### src/rtl/alu_pkg.sv
// Shared definitions for the ALU issue/completion controller: opcodes,
// instruction kinds, controller states and default widths.
package alu_pkg;

    localparam int DEF_DATA_W     = 16;
    localparam int DEF_REG_ADDR_W = 3;

    localparam logic [2:0] ALU_ADD  = 3'd0;
    localparam logic [2:0] ALU_SUB  = 3'd1;
    localparam logic [2:0] ALU_OR   = 3'd2;
    localparam logic [2:0] ALU_AND  = 3'd3;
    localparam logic [2:0] ALU_SHL  = 3'd4;
    localparam logic [2:0] ALU_SHR  = 3'd5;
    localparam logic [2:0] ALU_XOR  = 3'd6;
    localparam logic [2:0] ALU_ZERO = 3'd7;

    localparam logic [1:0] KIND_RR  = 2'd0;
    localparam logic [1:0] KIND_CMP = 2'd1;
    localparam logic [1:0] KIND_BEQ = 2'd2;
    localparam logic [1:0] KIND_BNE = 2'd3;

    typedef enum logic [2:0] {
        ST_IDLE,
        ST_ISSUE,
        ST_WAIT,
        ST_CAPTURE,
        ST_WB,
        ST_BR
    } ctrl_state_t;

    // Branches compare by subtraction, so the opcode field is ignored for them.
    function automatic logic [2:0] eff_alu_op(input logic [1:0] kind, input logic [2:0] op);
        return (kind == KIND_BEQ || kind == KIND_BNE) ? ALU_SUB : op;
    endfunction

endpackage

### src/rtl/alu_issue_ctrl_if.sv
// Instruction, ALU, writeback and branch signals of the issue controller.
// master = controller side, slave = instruction source / ALU / register file.
interface alu_issue_ctrl_if #(
    parameter int DATA_W     = alu_pkg::DEF_DATA_W,
    parameter int REG_ADDR_W = alu_pkg::DEF_REG_ADDR_W
);
    logic                  InstValid;
    logic                  InstReady;
    logic [1:0]            InstKind;
    logic [2:0]            InstAluOp;
    logic [DATA_W-1:0]     InstA;
    logic [DATA_W-1:0]     InstB;
    logic [REG_ADDR_W-1:0] InstDest;
    logic [DATA_W-1:0]     InstImm;

    logic [DATA_W-1:0]     AluA;
    logic [DATA_W-1:0]     AluB;
    logic [2:0]            AluOp;
    logic [DATA_W-1:0]     AluOut;
    logic                  AluZero;

    logic                  WbValid;
    logic                  WbReady;
    logic [DATA_W-1:0]     WbData;
    logic [REG_ADDR_W-1:0] WbDest;

    logic                  BrValid;
    logic                  BrTaken;
    logic [DATA_W-1:0]     BrTarget;
    logic                  ZeroFlag;

    modport master (
        input  InstValid, InstKind, InstAluOp, InstA, InstB, InstDest, InstImm,
        output InstReady,
        output AluA, AluB, AluOp,
        input  AluOut, AluZero,
        output WbValid, WbData, WbDest,
        input  WbReady,
        output BrValid, BrTaken, BrTarget, ZeroFlag
    );

    modport slave (
        output InstValid, InstKind, InstAluOp, InstA, InstB, InstDest, InstImm,
        input  InstReady,
        input  AluA, AluB, AluOp,
        output AluOut, AluZero,
        input  WbValid, WbData, WbDest,
        output WbReady,
        input  BrValid, BrTaken, BrTarget, ZeroFlag
    );

endinterface

### src/rtl/alu_issue_ctrl.sv
// Issue/completion controller: accepts one instruction, feeds the registered
// ALU, waits out its latency, then writes back or resolves a branch.
//
// state   | meaning
// IDLE    | InstReady high, waiting for an instruction
// ISSUE   | latched operands on the ALU, latency counter loaded
// WAIT    | counting down remaining ALU latency
// CAPTURE | ALU output valid; latch result / Zero and route
// WB      | WbValid held until WbReady
// BR      | one-cycle branch resolution strobe
module alu_issue_ctrl
    import alu_pkg::*;
#(
    parameter int DATA_W      = DEF_DATA_W,
    parameter int REG_ADDR_W  = DEF_REG_ADDR_W,
    parameter int ALU_LATENCY = 1
) (
    input  logic                CLK,
    input  logic                Reset,
    alu_issue_ctrl_if.master    bus
);

    localparam int CNT_W = (ALU_LATENCY > 1) ? $clog2(ALU_LATENCY) : 1;

    ctrl_state_t           state, state_n;
    logic [CNT_W-1:0]      cnt, cnt_n;
    logic                  rdy_q;
    logic [1:0]            kind_q;
    logic [DATA_W-1:0]     a_q;
    logic [DATA_W-1:0]     b_q;
    logic [2:0]            op_q;
    logic [REG_ADDR_W-1:0] dest_q;
    logic [DATA_W-1:0]     imm_q;
    logic [DATA_W-1:0]     result_q;
    logic                  zero_q;
    logic                  accept;

    assign accept = bus.InstValid && rdy_q;

    always_comb begin
        state_n = state;
        cnt_n   = cnt;
        case (state)
            ST_IDLE: begin
                if (accept) state_n = ST_ISSUE;
            end
            ST_ISSUE: begin
                cnt_n = CNT_W'(ALU_LATENCY - 1);
                if (ALU_LATENCY > 1) state_n = ST_WAIT;
                else                 state_n = ST_CAPTURE;
            end
            ST_WAIT: begin
                cnt_n = cnt - CNT_W'(1);
                if (cnt == CNT_W'(1)) state_n = ST_CAPTURE;
            end
            ST_CAPTURE: begin
                case (kind_q)
                    KIND_RR:  state_n = (dest_q != '0) ? ST_WB : ST_IDLE;
                    KIND_CMP: state_n = ST_IDLE;
                    default:  state_n = ST_BR;
                endcase
            end
            ST_WB: begin
                if (bus.WbReady) state_n = ST_IDLE;
            end
            ST_BR: begin
                state_n = ST_IDLE;
            end
            default: state_n = ST_IDLE;
        endcase
    end

    always_ff @(posedge CLK) begin
        if (Reset) begin
            state    <= ST_IDLE;
            cnt      <= '0;
            rdy_q    <= 1'b0;
            kind_q   <= '0;
            a_q      <= '0;
            b_q      <= '0;
            op_q     <= '0;
            dest_q   <= '0;
            imm_q    <= '0;
            result_q <= '0;
            zero_q   <= 1'b0;
        end else begin
            state <= state_n;
            cnt   <= cnt_n;
            // Ready is registered so it stays low for the whole reset window.
            rdy_q <= (state_n == ST_IDLE);
            if (state == ST_IDLE && accept) begin
                kind_q <= bus.InstKind;
                a_q    <= bus.InstA;
                b_q    <= bus.InstB;
                op_q   <= eff_alu_op(bus.InstKind, bus.InstAluOp);
                dest_q <= bus.InstDest;
                imm_q  <= bus.InstImm;
            end
            if (state == ST_CAPTURE) begin
                result_q <= bus.AluOut;
                if (kind_q != KIND_RR) zero_q <= bus.AluZero;
            end
        end
    end

    assign bus.InstReady = rdy_q;
    assign bus.AluA      = a_q;
    assign bus.AluB      = b_q;
    assign bus.AluOp     = op_q;
    assign bus.WbValid   = (state == ST_WB);
    assign bus.WbData    = result_q;
    assign bus.WbDest    = dest_q;
    assign bus.BrValid   = (state == ST_BR);
    assign bus.BrTaken   = (state == ST_BR) && ((kind_q == KIND_BEQ) ? zero_q : !zero_q);
    assign bus.BrTarget  = imm_q;
    assign bus.ZeroFlag  = zero_q;

endmodule

### src/flat_wrapper.sv
// flat-port wrapper written by rule: the top's interface ports become plain ports
module alu_issue_ctrl_flat import alu_pkg::*;
#(
    parameter int DATA_W      = DEF_DATA_W,
    parameter int REG_ADDR_W  = DEF_REG_ADDR_W,
    parameter int ALU_LATENCY = 1
)
  (CLK, Reset, bus_InstValid, bus_InstKind, bus_InstAluOp, bus_InstA, bus_InstB, bus_InstDest, bus_InstImm, bus_InstReady, bus_AluA, bus_AluB, bus_AluOp, bus_AluOut, bus_AluZero, bus_WbValid, bus_WbData, bus_WbDest, bus_WbReady, bus_BrValid, bus_BrTaken, bus_BrTarget, bus_ZeroFlag);
  alu_issue_ctrl_if #(.DATA_W(DATA_W), .REG_ADDR_W(REG_ADDR_W)) bus_i ();
  input  logic CLK;
  input  logic Reset;
  input wire logic [$bits(bus_i.InstValid)-1:0] bus_InstValid;
  input wire logic [$bits(bus_i.InstKind)-1:0] bus_InstKind;
  input wire logic [$bits(bus_i.InstAluOp)-1:0] bus_InstAluOp;
  input wire logic [$bits(bus_i.InstA)-1:0] bus_InstA;
  input wire logic [$bits(bus_i.InstB)-1:0] bus_InstB;
  input wire logic [$bits(bus_i.InstDest)-1:0] bus_InstDest;
  input wire logic [$bits(bus_i.InstImm)-1:0] bus_InstImm;
  output wire logic [$bits(bus_i.InstReady)-1:0] bus_InstReady;
  output wire logic [$bits(bus_i.AluA)-1:0] bus_AluA;
  output wire logic [$bits(bus_i.AluB)-1:0] bus_AluB;
  output wire logic [$bits(bus_i.AluOp)-1:0] bus_AluOp;
  input wire logic [$bits(bus_i.AluOut)-1:0] bus_AluOut;
  input wire logic [$bits(bus_i.AluZero)-1:0] bus_AluZero;
  output wire logic [$bits(bus_i.WbValid)-1:0] bus_WbValid;
  output wire logic [$bits(bus_i.WbData)-1:0] bus_WbData;
  output wire logic [$bits(bus_i.WbDest)-1:0] bus_WbDest;
  input wire logic [$bits(bus_i.WbReady)-1:0] bus_WbReady;
  output wire logic [$bits(bus_i.BrValid)-1:0] bus_BrValid;
  output wire logic [$bits(bus_i.BrTaken)-1:0] bus_BrTaken;
  output wire logic [$bits(bus_i.BrTarget)-1:0] bus_BrTarget;
  output wire logic [$bits(bus_i.ZeroFlag)-1:0] bus_ZeroFlag;
  assign bus_i.InstValid = bus_InstValid;
  assign bus_i.InstKind = bus_InstKind;
  assign bus_i.InstAluOp = bus_InstAluOp;
  assign bus_i.InstA = bus_InstA;
  assign bus_i.InstB = bus_InstB;
  assign bus_i.InstDest = bus_InstDest;
  assign bus_i.InstImm = bus_InstImm;
  assign bus_InstReady = bus_i.InstReady;
  assign bus_AluA = bus_i.AluA;
  assign bus_AluB = bus_i.AluB;
  assign bus_AluOp = bus_i.AluOp;
  assign bus_i.AluOut = bus_AluOut;
  assign bus_i.AluZero = bus_AluZero;
  assign bus_WbValid = bus_i.WbValid;
  assign bus_WbData = bus_i.WbData;
  assign bus_WbDest = bus_i.WbDest;
  assign bus_i.WbReady = bus_WbReady;
  assign bus_BrValid = bus_i.BrValid;
  assign bus_BrTaken = bus_i.BrTaken;
  assign bus_BrTarget = bus_i.BrTarget;
  assign bus_ZeroFlag = bus_i.ZeroFlag;
  alu_issue_ctrl #(.DATA_W(DATA_W), .REG_ADDR_W(REG_ADDR_W), .ALU_LATENCY(ALU_LATENCY)) u_core (.CLK(CLK), .Reset(Reset), .bus(bus_i));
endmodule
### config.mk
export PLATFORM = sky130hd
export DESIGN_NAME = alu_issue_ctrl_flat
export DESIGN_NICKNAME = d
export VERILOG_FILES = /design/src/rtl/alu_pkg.sv /design/src/rtl/alu_issue_ctrl_if.sv /design/src/rtl/alu_issue_ctrl.sv /design/src/flat_wrapper.sv
export SDC_FILE = /design/constraint.sdc
export NUM_CORES = 1
export LEC_CHECK = 0
export CORE_MARGIN = 10
export CORE_UTILIZATION = 36
export CTS_CLUSTER_SIZE = 14
export DETAILED_ROUTE_END_ITERATION = 8
export GPL_TIMING_DRIVEN = 0
export PLACE_DENSITY = 0.76
export SETUP_SLACK_MARGIN = 0.05
export SLEW_MARGIN = 20
export SYNTH_ARGS = -nofsm -noshare
export SYNTH_HDL_FRONTEND = slang
export SYNTH_SLANG_ARGS = --single-unit
### constraint.sdc
create_clock -name CLK -period 1.4 [get_ports CLK]
set_input_delay 0.14 -clock CLK [delete_from_list [all_inputs] [get_ports CLK]]
set_output_delay 0.14 -clock CLK [all_outputs]
set_load 0.05 [all_outputs]
# ---- After elaboration in Yosys (flattened, before gate mapping)
# Cells that the tools add are included.
dict set report classes {
  bitwise_logic 0
  n_addsub 1
  div 0
  order_cmp 0
  n_mul 0
  n_reduce_logical 12
  n_shift 0
  n_eq_ne 9
  mux 9
}
# op n
set op_table {}
lappend op_table {{two-way mux 3 bit} 5}
lappend op_table {{case mux 3 bit (5 select lines)} 1}
lappend op_table {{== test 2 bit (second input constant)} 3}
lappend op_table {{== test 3 x 2 -> 1 bit (second input constant)} 2}
lappend op_table {{== test 3 bit (second input constant)} 2}
lappend op_table {{logical NOT 3 bit} 2}
lappend op_table {{case mux 3 bit (2 select lines)} 1}
lappend op_table {{nonzero test 2 bit} 2}
lappend op_table {{== test 3 x 1 -> 1 bit (second input constant)} 1}
lappend op_table {{logical AND 1 bit} 3}
lappend op_table {{nonzero test 3 bit} 1}
lappend op_table {{== test 2 x 1 -> 1 bit (second input constant)} 1}
lappend op_table {{logical NOT 2 bit} 1}
lappend op_table {{case mux 1 bit (2 select lines)} 1}
lappend op_table {{AND reduction 2 bit} 1}
lappend op_table {{logical NOT 1 bit} 1}
lappend op_table {{logical OR 1 bit} 1}
lappend op_table {{two-way mux 1 bit} 1}
lappend op_table {{subtractor 1 bit (second input constant)} 1}
dict set report word_totals {
  latchBits 0
  elab_cells 42
  inputBits 77
  regBits 78
  ram_bits 0
  n_memories 0
  output_inout_bits 75
  romBits 0
}

# ---- Logic depth before layout (Yosys ltp)
# Gate-level depths: netlist of run 1.
dict set report logic_depth {
  word_depth 5
  depth_mapped 6
  ltp_nobuf 3
}

# ---- Worst setup path after synthesis of run 1
# OpenSTA, ideal clock, no wires.
dict set report synth_path {
  path_kind {reg2reg}
  startpoint {register u_core.state[2]}
  endpoint {register u_core.rdy_q, in the netlist u_core.bus.InstReady}
  setup_slack_ns -0.900
  setup_time_ns 0.127
  stages_incl_launch_ff 5
  period_less_slack_ns 2.300
  n_path_buf 1
  required_time_ns 1.273
  arrival_time_ns 2.173
  path_cell_list {dfxtp_1 > buf_2 > nor3b_1 > a22oi_1 > nor4b_2}
}
dict set report synth_between {
  elab_chain_cells 3
  word_cells_on_any_way 10
  cone_classes {4 x eq/ne; 4 x mux; 2 x reduce/logical}
}
# element line
set synth_rtl {}
lappend synth_rtl {{from (decl)} alu_issue_ctrl.sv:25} ;# ctrl_state_t state, state_n;
lappend synth_rtl {{from (signal assigned)} alu_issue_ctrl.sv:87} ;# state <= state_n;
lappend synth_rtl {{== test 3 bit} --}
lappend synth_rtl {{via bus_WbValid} flat_wrapper.sv:25} ;# output wire logic [$bits(bus_i.WbValid)-1:0] bus_WbValid;
lappend synth_rtl {{case mux 3 bit (5 select lines)} alu_issue_ctrl.sv:43} ;# case (state)
lappend synth_rtl {{logical NOT 3 bit} alu_issue_ctrl.sv:90} ;# rdy_q <= (state_n == ST_IDLE);
lappend synth_rtl {{to (signal assigned)} alu_issue_ctrl.sv:90}
lappend synth_rtl {{to (decl)} alu_issue_ctrl.sv:27} ;# logic rdy_q;
# The timed path passes the listed nets, and every way through them passes these cells.
# A chain may end at the register's enable or synchronous reset.

# ---- Final worst setup path of run 1
dict set report layout_path {
  startpoint {register u_core.state[1]}
  endpoint {output bus_WbValid}
}
dict set report layout_between {
  elab_chain_cells 1
}
# element line
set layout_rtl {}
lappend layout_rtl {{== test 3 bit} alu_issue_ctrl.sv:110} ;# assign bus.WbValid = (state == ST_WB);
lappend layout_rtl {{to (decl)} flat_wrapper.sv:25}
# Every way passes these cells.

==> run metrics, run 1 <==
Cells after Synth 368; Die Wd ~110 µm; failing checks negative setup slack; core footprint around 8200 µm²; Buf/Inv on CP 3; fill count 605; Post-Route WL 12600 µm; Critical Path AT 1360 ps; Initial Util 37.0%; Peak VDD IR between 700 and 800 µV; clock buffer depth 2; fin worst setup slack -95.2 ps; Final setup viols 64; initial antenna violation count 0; final instance area 5960 µm²; die span in y 112 µm; I/O Pins 152; number of H-tree levels 3; hold depth 2; dpl hpwl about 8000 µm; clk root buf clkbuf_8; share of cells above drive strength 1 49.9%; max-slew violations 0; Worst Setup Start Kind register; Crit Path Class register to output port; Worst Reg-to-Reg Cells 6; most frequent cells in the layout 75 x clkdlybuf4s50_1, 73 x dfxtp_1, 56 x a21oi_2, 48 x clkbuf_2; worst slew pin tran 676 ps; hold_sp Reset; vias per cell 5.26; Pleak 0.00216 µW; syn_nets ~450; R2R Path End u_core.kind_q[1]$_SDFFE_PP0P_; Design Power 7470 µW; Post-DRT Antenna Nets 0; worst path required time 1260 ps; DR iter-0 viols 111; top fanout value on the critical path 4; worst min-delay path class primary input to register; fin crit share 107%; Synth Area per Inst a little over 8 µm²; Post-DP Area 4700 µm²; clk_skew 9.34 ps; DRC viols 0; Yosys cell types 31; relative slew slack 54.9%; NumNets Final roughly 630; via count 3493; hold worst-path end u_core.state[0]$_SDFF_PP0_; Crit. End Element output port; PD cells 1250 nW/µm²; multi-input logic area 2050 µm²; clk_lat worst skew between 300 and 400 ps; most common cell after layout, fill and taps aside clkdlybuf4s50_1; fmax 669 MHz; Critical Path Max Stage Delay approximately 360 ps; Sink Count 78; routability cong. 0.819; Critical Path, Cell by Cell buf_6 -> buf_6 -> nor3b_4 -> buf_6; CTS tree built; Synth Cell Area 3040 µm²; cell row count 33; crit-path most repeated cell buf_6; CTS buffer count 9; largest net degree at the start of global routing 13; Max-cap violations 0; gr usage total roughly 16%; # diodes 0; WHS about 160 ps; Final Hold Fails 0; vias in the first global route 3296; #FFs+latches synth 78; # port buffers 150; RSZ-0062 raised after global routing yes; drt pass-1 iters 4; synth warn 0; global route overflow 0; Slowest cell on crit path dfxtp_4; Reg area 1570 µm²; die footprint 12500 µm²; Avg WL per Cell 19.0 µm; CTS clk-pin slew, worst paths 80 ps; register area share after synthesis 51.4%; delay-heaviest family, CP buffers and inverters; Area Overhead vs Synth 96.0%; first-pass GRT wire length 17200 µm; status complete, but fails checks; minimum clock period after layout 1500 ps; register-to-register setup slack -80 ps; reg2reg start u_core.state[0]$_SDFF_PP0_
[synth_stat cells, drive strengths merged]
cell type / count / share of area [%]
a2111oi: 1 / 0.29
nor2: 1 / 0.12
xnor2: 2 / 0.58
inv: 2 / 0.25
a21o: 1 / 0.25
nand4bb: 1 / 0.37
and3: 1 / 0.21
and3b: 2 / 0.58
and4bb: 1 / 0.41
or3: 1 / 0.21
and2: 1 / 0.21
nor2b: 2 / 0.41
o21bai: 2 / 0.49
nand3: 53 / 8.7
buf: 18 / 3.4
nand2: 33 / 4.1
nor3: 4 / 0.66
nor4: 1 / 0.21
dfxtp: 78 / 51
o21ai: 56 / 9.2
a22oi: 1 / 0.25
nor3b: 2 / 0.49
a21oi: 76 / 13
nor4b: 1 / 0.49
nand4b: 2 / 0.58
a211oi: 1 / 0.25
nand3b: 3 / 0.86
clkbuf: 21 / 2.6
[per-stage QoR]
| step | utilization, % | setup WS, ps | cells | TNS [ps] |
|---|---|---|---|---|
| floorplan | - | -64.5 | 368 | -64.5 |
| CTS | 62.2 | -139 | 647 | -733 |
| detailed placement | 57.2 | -463 | 623 | -13320 |
| global route | 72.5 | -134 | 664 | -5170 |
| global placement | 57.2 | -474 | 623 | -12480 |
| finish | 72.5 | -95.2 | 664 | -2180 |
[where the power goes]
group,switching (µW),internal [µW]
clock network,827,815
registers,138,2450
logic,1970,1270
total,2940,4540
[cell type report]
| class | count | share of cell area [%] |
|---|---|---|
| Clock buffer | 11 | 2.20 |
| Tap cell | 105 | 2.20 |
| Sequential cell | 78 | 26.4 |
| Inverter | 2 | 0.126 |
| Buffer | 39 | 5.71 |
| Clock inverter | 5 | 0.840 |
| Timing Repair Buffer | 175 | 28.1 |
| Multi-Input combinational cell | 249 | 34.4 |
[cells by family (layout without fill, tap and decap cells)]
logic type	Yosys count	in the layout	share of synthesized area, %
xor+xnor	2	2	0.576
simple gates	109	109	18.6
flops	78	78	51.4
buf+inv	41	232	6.21
compound gates	138	138	23.3
[what timing repair did]
item | 4_1_cts | 5_1_grt
resized for setup | 227 | 254
hold endpoints to repair | 0 | 0
gates cloned | 0 | 8
pin swaps | 8 | 117
buffers inserted | 8 | 9
endpoints found under the setup margin | 134 | 126
hold buffers | 0 | 0
[flip-flops by register name (all words and copies together), names as in the netlist, 2 cells and up]
signal,cells
u_core.bus.AluA,16
u_core.bus.AluB,16
u_core.bus.BrTarget,16
u_core.bus.WbData,16
u_core.bus.AluOp,3
u_core.bus.WbDest,3
u_core.state,3
u_core.kind_q,2
[how the worst max path moves through the flow]
| stage | startpoint | endpoint | slack [ps] | cells past startpoint |
|---|---|---|---|---|
| floorplan | u_core.state[1]$_SDFF_PP0_ | u_core.bus.InstReady$_SDFF_PP0_ | -60 | 4 |
| global placement | u_core.state[1]$_SDFF_PP0_ | bus_BrTaken | -470 | 5 |
| detailed placement | u_core.state[1]$_SDFF_PP0_ | bus_BrTaken | -460 | 5 |
| CTS | u_core.state[1]$_SDFF_PP0_ | bus_BrTaken | -140 | 5 |
| global route | u_core.state[0]$_SDFF_PP0_ | u_core.bus.BrTarget[8]$_SDFFE_PP0P_ | -130 | 6 |
| finish | u_core.state[1]$_SDFF_PP0_ | bus_WbValid | -100 | 4 |
[metal layers]
| metal | share of wire [%] | GRT usage, % |
|---|---|---|
| met1 | 41 | 18.6 |
| met2 | 51 | 27.4 |
| met3 | 7.1 | 7.19 |
| met4 | 1.1 | 4.28 |
| met5 | 0 | 0 |
[worst reg2reg max path: stages, from the launching register on]
cell and delay (ps):
dfxtp_4 360, buf_8 130, and4bb_4 390, clkbuf_16 170, clkbuf_16 150, nand3_1 80
a21oi_1 130
No activity file was read; power rests on OpenSTA's default activity.
==> inputs of run 2 (changes only) <==
- CELL_PAD_IN_SITES_DETAIL_PLACEMENT: unset -> 0
- CELL_PAD_IN_SITES_GLOBAL_PLACEMENT: unset -> 2
- CORE_UTILIZATION: 36 -> 19
- CTS_CLUSTER_SIZE: 14 -> 25
- PLACE_DENSITY: 0.76 -> unset
- PLACE_DENSITY_LB_ADDON: unset -> 0.1
==> run metrics, run 2 (synthesized netlist as in run 1, its figures left out) <==
status complete, but fails checks (unchanged); failing checks negative setup slack (unchanged); share of cells above drive strength 1 46.0% (was 49.9%); Finished Layout Cells 779 (was 664); Sink Count 78 (unchanged); reg2reg start u_core.state[0]$_SDFF_PP0_ (unchanged); drt pass-1 iters 6 (was 4); clk_skew 4.59 ps (was 9.34 ps); NumNets Final 636 (was 631); cell row count 46 (was 33); register-to-register setup slack -70 ps (was -80 ps); Initial Util 19.3% (was 37.0%); die footprint 21500 µm² (was 12500 µm²); hold depth 2 (unchanged); initial antenna violation count 0 (unchanged); Final setup viols 35 (was 64); most frequent cells in the layout 75 x clkdlybuf4s50_1, 73 x dfxtp_1, 46 x clkbuf_2, 40 x a21oi_2, 35 x a21oi_1 (was 75 x clkdlybuf4s50_1, 73 x dfxtp_1, 56 x a21oi_2, 48 x clkbuf_2); PD cells 1350 nW/µm² (was 1250 nW/µm²); Avg WL per Cell 18.0 µm (was 19.0 µm); CTS buffer count 9 (unchanged); Post-Route WL 14000 µm (was 12600 µm); Max-cap violations 0 (unchanged); # diodes 0 (unchanged); hold worst-path end u_core.state[0]$_SDFF_PP0_ (unchanged); Post-DRT Antenna Nets 0 (unchanged); vias in the first global route 3479 (was 3296); Final Hold Fails 0 (unchanged); Final Util 38.8% (was 72.5%); max-slew violations 0 (unchanged); fmax 666 MHz (was 669 MHz); clk_lat worst skew 340 ps (about the same); TNS Setup -929 ps (was -2180 ps); pre-CTS setup slack -533 ps (was -463 ps); first-pass GRT wire length 20700 µm (was 17200 µm); dpl hpwl 9460 µm (was 8030 µm); worst min-delay path class primary input to register (unchanged); core footprint 15800 µm² (was 8220 µm²); R2R Path End u_core.bus.AluA[9]$_SDFFE_PP0P_ (was u_core.kind_q[1]$_SDFFE_PP0P_); CTS tree built (unchanged); clk root buf clkbuf_16 (was clkbuf_8); die span in y 147 µm (was 112 µm); most common cell after layout, fill and taps aside clkdlybuf4s50_1 (unchanged); minimum clock period after layout 1500 ps (about the same); Worst Setup Start Kind register (unchanged); I/O Pins 152 (unchanged); number of H-tree levels 3 (unchanged); # port buffers 150 (unchanged); Area Overhead vs Synth 101% (was 96.0%); Die Wd 147 µm (was 112 µm); WHS 155 ps (was 164 ps); worst path required time 1260 ps (about the same); worst slew pin tran 720 ps (was 676 ps); top fanout value on the critical path 7 (was 4); Crit Path Class register to output port (unchanged); Critical Path AT 1360 ps (about the same); placed insts 734 (was 623); Worst Reg-to-Reg Cells 7 (was 6); fin crit share 107% (about the same); gr usage total 12.3% (was 16.4%); largest net degree at the start of global routing 13 (unchanged); fin worst setup slack -101 ps (was -95.2 ps); DRC viols 0 (unchanged); global route overflow 0 (unchanged); vias per cell 4.40 (was 5.26); hold_sp Reset (unchanged); Pleak 0.00214 µW (was 0.00216 µW); routability cong. 0.720 (was 0.819); DR iter-0 viols 83 (was 111); Crit. End Element output port (unchanged); RSZ-0062 raised after global routing yes (unchanged); Peak VDD IR 620 µV (was 752 µV); fill count 1679 (was 605); relative slew slack 52.0% (was 54.9%); cts hold-fix bufs 0 (unchanged); CTS clk-pin slew, worst paths 60 ps (was 80 ps); clock buffer depth 2 (unchanged); via count 3428 (was 3493)
==> run 2: per-stage QoR <==
stage | total power (µW) | cell area, µm²
2_1_floorplan | 4060 | 3070
3_3_place_gp | 5020 | 4840
3_5_place_dp | 5030 | 4840
4_1_cts | 8050 | 5840
5_1_grt | 8680 | 6120
6_report | 8240 | 6120
==> run 2: report_power, final <==
| group | internal [µW] | switching [µW] |
|---|---|---|
| clock | 1410 | 963 |
| combinational | 1330 | 1950 |
| sequential | 2450 | 147 |
| total | 5180 | 3060 |
==> run 2: area by class of cell <==
type	instances	area, µm²	share of cell area (%)
clock buffer	10	239	3.90
sequential	78	1570	25.7
timing repair buffer	182	1750	28.6
buffer	37	310	5.07
clock inverter	5	50.0	0.818
tap	216	270	4.42
multi-input combinational	249	1920	31.4
inverter	2	10.0	0.164
==> run 2: worst max-delay path by stage <==
| stage | start | to | slack, ps | cells after the start |
|---|---|---|---|---|
| floorplan | u_core.state[1]$_SDFF_PP0_ | u_core.bus.InstReady$_SDFF_PP0_ | -60 | 4 |
| detailed placement | u_core.state[1]$_SDFF_PP0_ | bus_BrTaken | -530 | 5 |
| global route | u_core.state[0]$_SDFF_PP0_ | u_core.bus.AluA[9]$_SDFFE_PP0P_ | -150 | 7 |
| global placement | u_core.state[1]$_SDFF_PP0_ | bus_BrTaken | -530 | 5 |
| CTS | u_core.kind_q[1]$_SDFFE_PP0P_ | bus_BrTaken | -120 | 4 |
| finish | u_core.state[1]$_SDFF_PP0_ | bus_BrTaken | -100 | 5 |
==> run 2: worst max-delay path: stages, from the launching register on <==
cell	delay [ps]
dfxtp_4	360
buf_8	140
inv_4	60
and3_4	180
and2_4	140
buf_8	140
==> run 2: metal layers <==
metal / wire length [µm] / track usage (%)
met2: 6720 / 19.7
met5: 0 / 0
met3: 909 / 4.45
met1: 6150 / 14.6
met4: 214 / 5.11
==> run 2: timing repair <==
action,CTS,global route
setup endpoints to repair,140,114
buffers inserted,21,9
pin swaps,74,58
gates cloned,5,2
resized for setup,287,160
